--- src/rtl/gs_mixer.sv ---
// N-channel volume/route mixer into left/right sums; saturating output when GS_MIXER_SATURATE_EN is defined, wrapping otherwise.
// Latency: ce to out_valid is CHANNELS+1 clocks; one channel is accumulated per clock.
// Backpressure: none; a ce arriving while busy is dropped and flagged on overrun one clock later.
module gs_mixer #(
  parameter int CHANNELS = 4,
  parameter int SAMPLE_W = 8,
  parameter int VOL_W    = 6,
  parameter int OUT_W    = 16,
  parameter int SHIFT    = 0
) (
  input  logic                         clk_sys,
  input  logic                         areset,
  input  logic                         ce,
  input  logic [CHANNELS*SAMPLE_W-1:0] ch_data,
  input  logic [CHANNELS*VOL_W-1:0]    ch_vol,
  input  logic [CHANNELS*2-1:0]        ch_route,
  output logic [OUT_W-1:0]             out_l,
  output logic [OUT_W-1:0]             out_r,
  output logic                         out_valid,
  output logic                         busy,
  output logic                         overrun
);

  localparam int PROD_W = SAMPLE_W + VOL_W;
  // Sized so that CHANNELS full-scale products can never wrap.
  localparam int ACC_W  = PROD_W + $clog2(CHANNELS);
  localparam int IDX_W  = (CHANNELS > 1) ? $clog2(CHANNELS) : 1;
  localparam logic [IDX_W-1:0] LAST_IDX = IDX_W'(CHANNELS - 1);

  typedef enum logic [1:0] {IDLE, ACC, DONE} state_t;

  state_t                       state;
  logic [IDX_W-1:0]             idx;
  logic [ACC_W-1:0]             acc_l;
  logic [ACC_W-1:0]             acc_r;
  logic [CHANNELS*SAMPLE_W-1:0] data_q;
  logic [CHANNELS*VOL_W-1:0]    vol_q;
  logic [CHANNELS*2-1:0]        route_q;

  logic [SAMPLE_W-1:0] cur_data;
  logic [VOL_W-1:0]    cur_vol;
  logic [1:0]          cur_route;
  logic [PROD_W-1:0]   prod;
  logic [OUT_W-1:0]    mix_l;
  logic [OUT_W-1:0]    mix_r;

  assign cur_data  = data_q[int'(idx)*SAMPLE_W +: SAMPLE_W];
  assign cur_vol   = vol_q[int'(idx)*VOL_W +: VOL_W];
  assign cur_route = route_q[int'(idx)*2 +: 2];
  assign prod      = PROD_W'(cur_data) * PROD_W'(cur_vol);

`ifdef GS_MIXER_SATURATE_EN
  localparam int EXT_W = (ACC_W > OUT_W) ? ACC_W : OUT_W;
  logic [EXT_W-1:0] sh_l;
  logic [EXT_W-1:0] sh_r;

  assign sh_l  = EXT_W'(acc_l >> SHIFT);
  assign sh_r  = EXT_W'(acc_r >> SHIFT);
  // Any bit above OUT_W means the value does not fit: clamp to full scale.
  assign mix_l = (|(sh_l >> OUT_W)) ? {OUT_W{1'b1}} : sh_l[OUT_W-1:0];
  assign mix_r = (|(sh_r >> OUT_W)) ? {OUT_W{1'b1}} : sh_r[OUT_W-1:0];
`else
  assign mix_l = OUT_W'(acc_l >> SHIFT);
  assign mix_r = OUT_W'(acc_r >> SHIFT);
`endif

  assign busy = (state != IDLE);

  always_ff @(posedge clk_sys or posedge areset) begin
    if (areset) begin
      state     <= IDLE;
      idx       <= '0;
      acc_l     <= '0;
      acc_r     <= '0;
      data_q    <= '0;
      vol_q     <= '0;
      route_q   <= '0;
      out_l     <= '0;
      out_r     <= '0;
      out_valid <= 1'b0;
      overrun   <= 1'b0;
    end else begin
      out_valid <= 1'b0;
      overrun   <= ce && (state != IDLE);
      case (state)
        IDLE: begin
          if (ce) begin
            // Snapshot so late input changes cannot leak into this mix.
            data_q  <= ch_data;
            vol_q   <= ch_vol;
            route_q <= ch_route;
            acc_l   <= '0;
            acc_r   <= '0;
            idx     <= '0;
            state   <= ACC;
          end
        end
        ACC: begin
          if (cur_route[0]) acc_l <= acc_l + ACC_W'(prod);
          if (cur_route[1]) acc_r <= acc_r + ACC_W'(prod);
          if (idx == LAST_IDX) begin
            state <= DONE;
          end else begin
            idx <= idx + 1'b1;
          end
        end
        DONE: begin
          out_l     <= mix_l;
          out_r     <= mix_r;
          out_valid <= 1'b1;
          state     <= IDLE;
        end
        default: state <= IDLE;
      endcase
    end
  end

endmodule
--- config.mk ---
export PLATFORM = sky130hd
export DESIGN_NAME = gs_mixer
export DESIGN_NICKNAME = d
export VERILOG_FILES = /design/src/rtl/gs_mixer.sv
export SDC_FILE = /design/constraint.sdc
export NUM_CORES = 1
export LEC_CHECK = 0
export ABC_AREA = 1
export BUFFER_PORTS_ARGS = -buffer_cell sky130_fd_sc_hd__buf_2
export CORE_MARGIN = 10
export CORE_UTILIZATION = 45
export DETAILED_ROUTE_END_ITERATION = 7
export HOLD_SLACK_MARGIN = 0.06
export PLACE_DENSITY = 0.66
export REMOVE_ABC_BUFFERS = 1
export SLEW_MARGIN = 15
export SYNTH_ARGS = -nofsm -noshare
export SYNTH_HDL_FRONTEND = slang
export SYNTH_SLANG_ARGS = --single-unit
--- constraint.sdc ---
create_clock -name clk_sys -period 6.1 [get_ports clk_sys]
set_input_delay 0.61 -clock clk_sys [delete_from_list [all_inputs] [get_ports clk_sys]]
set_output_delay 0.61 -clock clk_sys [all_outputs]
set_load 0.01 [all_outputs]
==> results.md <==
* Clock Latency Late Sink at 0.44 ns
* CTS Sinks at 134
* Async SR Flop Fraction at 100%
* Largest family of logic cells by synthesized area: simple AND/OR/NAND/NOR gates
* Die Y at 160 µm
* DRT iter0 DRCs at 503
* Synth Area in Adders at 13.4%
* Critical Path Sink Type: flip-flop
* XOR/XNOR share of the synthesized area at 1.10%
* DRC Markers at 0
* Clock transition at path regs at 0.06 ns
* Critical Path RT at 6.42 ns
* RSZ-0062 raised after global routing: no
* Vias per cell at 4.84
* Simple-Gate Fraction of Synth Area at 27.9%
* Mapped Cells at 1183
* Mux contribution to synthesized area at 0%
* Crit path max fanout at 31
* Area Overhead vs Synth at 15.3%
* Status: complete, no violations
* Area of the mapped netlist at 8770 µm²
* Fin crit share at 91.5%
* Number of port buffers at 101
* Largest net degree at the start of global routing at 73
* Hold Crit Class: primary input to async pin
* Die boundary width at 160 µm
* Hold-fix buffers at CTS at 0
* Layout cell share with drive strength beyond 1 at 13.8%
* Max Slew Vio Count at 0
* Filler cell count at 1876
* Clk buf depth at 2
* CP Launch Type: flip-flop
* Least-Margin Pin Slew at 0.903 ns
* Ant diodes at 0
* Final setup viols at 0
* Distinct cells, synth at 36
* First-pass GRT wire length at 36600 µm
* Internal reg-to-reg setup slack at 0.52 ns
* Sequential element share of the synthesized area at 38.2%
* Synthesized area per cell at 7.41 µm²
* GRT overflow at 0
* DR vias at 7515
* Crit path kind: flip-flop to flip-flop
* Post-synthesis compound-gate area fraction at 9.11%
* Post-CTS Resized at 0
* Die Area at 25500 µm²
* Slew headroom at 39.8%
* Yosys warning total at 0
* Initial Utilization at 46.3%
* Multi-input gate area at 4520 µm²
* Num CTS Buffers at 17
* Initial antenna violation count at 0
* WL/cell at 13.6 µm
* FF+latch area at 3350 µm²
* GPL Wtd Cong at 0.883
* Worst reg2reg path depth at 27
* Post-DP HPWL at 16100 µm
* Post-CTS setup repair buffer count at 0
* Most Crowded Layer GR: met2
* Setup Skew at 0.0118 ns
* CTS tree: done
* Setup TNS Final at 0 ns
* Core Footprint at 19000 µm²
* Post-synth EDFFs at 0
* Fin crit period at 5.58 ns
* Total track usage at 17.1%
* H-tree depth at 4
* Root Buffer: clkbuf_16
* Met3 Use GR at 3.61%
* M1 GR Usage at 22.0%
* Reg-to-reg endpoint: acc_l[15]$_DFFE_PP0P_
* IO Pins at 102
* Final WL at 21100 µm
* Main synth FF type: dfrtp_1
* Drt first pass iters at 5
* Post-route ant nets at 0
* Num rows at 50
* WP data arrival at 5.90 ns
* Fin nets at 1425
* Reg-to-Reg Start: idx[1]$_DFFE_PP0P_
* Fin. Hold Viols at 0
* Fmax at 179 MHz
* Critical Path Source: idx[1]$_DFFE_PP0P_
* Grt met2 use at 28.4%
* #FFs+latches synth at 134
* Max Cap Violations at 0
* Vias in the first global route at 7678
final cells by class:
| type | count | area share (%) |
|---|---|---|
| multi-input combinational | 832 | 44.7 |
| tap | 260 | 3.22 |
| clock inverter | 14 | 1.96 |
| sequential | 134 | 33.2 |
| timing repair buffer | 110 | 5.67 |
| clock buffer | 18 | 4.35 |
| inverter | 185 | 6.92 |
metrics by stage:
stage | utilization, % | std cells | hold WS (ns) | setup slack (ns) | area, µm²
final | 53.3 | 1553 | 0.239 | 0.520 | 10100
after detailed placement | 49.9 | 1521 | 0.454 | 0.575 | 9470
after global routing | 53.3 | 1553 | 0.293 | 0.0119 | 10100
after global placement | 49.9 | 1521 | 0.448 | 0.574 | 9470
after CTS | 53.3 | 1553 | 0.262 | 0.532 | 10100
after floorplan | - | 1151 | 0.449 | 0.617 | 8560
kinds of logic after synthesis:
group / after synthesis
adder cells (fa/ha/maj): 78
flip-flops: 134
XOR/XNOR: 11
AO/OA/AOI/OAI: 133
buffers and inverters: 217
AND/OR/NAND/NOR: 610
sequential cells by signal (all words and copies together) (netlist names):
signal / flops
acc_l: 16
route_q: 8
idx: 2
data_q: 32
vol_q: 24
out_valid: 1
acc_r: 16
state: 2
out_r: 16
overrun: 1
out_l: 16
critical path, cell delays in order (launching register included):
cell	delay, ns
dfrtp_1	0.42
inv_1	0.07
buf_4	0.31
a21oi_1	0.09
a32oi_2	0.33
inv_2	0.12
nor2_1	0.16
fa_1	0.44
fa_1	0.54
inv_1	0.05
fa_1	0.53
inv_1	0.04
ha_1	0.37
a21oi_1	0.19
nor2_1	0.06
a211oi_1	0.23
nand3_1	0.11
nand2_1	0.07
nand2_1	0.12
ha_1	0.42
nand2_1	0.13
nor3_1	0.19
and2_1	0.16
nand2_1	0.04
nand2_1	0.08
nand3_1	0.07
nand2_1	0.06
nor2_1	0.04
layer usage:
layer	part of all wire (%)	routed length [µm]
met1	47	9930
met2	47	9980
met3	4.1	863
met4	1.5	315
met5	0	0
synth_stat cells, types with 3 or more instances:
cell      count  area [µm²]
a21oi_1      36         180
a32oi_1       9        78.8
a32oi_2       5        81.3
buf_2         9        45.0
buf_4         7        52.6
buf_6         6        67.6
clkbuf_1     10        37.5
dfrtp_1     134        3350
fa_1         27         541
ha_1         51         638
inv_1       175         657
inv_2        10        37.5
nand2_1     436        1640
nand2_2       4        25.0
nand3_1      40         200
nand4_1       8        50.1
nor2_1      101         379
nor2_2        3        18.8
nor3_1        4        20.0
o21ai_0      49         245
o21ai_1      14        70.1
o21bai_1      3        22.5
o22ai_1       8        50.1
or2_2         6        37.5
xnor2_1       7        61.3
xor2_1        4        35.0
how the worst max path moves through the flow:
stage / end / slack, ns / depth (start not counted)
6_report: acc_l[15]$_DFFE_PP0P_ / 0.52 / 27
5_1_grt: acc_r[15]$_DFFE_PP0P_ / 0.01 / 27
4_1_cts: acc_l[15]$_DFFE_PP0P_ / 0.53 / 27
3_5_place_dp: acc_l[15]$_DFFE_PP0P_ / 0.58 / 27
3_3_place_gp: acc_l[15]$_DFFE_PP0P_ / 0.57 / 27
2_1_floorplan: acc_l[15]$_DFFE_PP0P_ / 0.62 / 26
layout by cell type (no fill, tap or decap), types with 14 or more instances in the layout:
master,count
a21oi_1,36
buf_2,101
clkbuf_16,17
dfrtp_1,134
fa_1,27
ha_1,51
inv_1,174
nand2_1,436
nand3_1,40
nor2_1,101
o21ai_0,49
o21ai_1,14
Power is not shown: default switching activity piles up to over one toggle a cycle in this logic, so the estimate is an artifact.
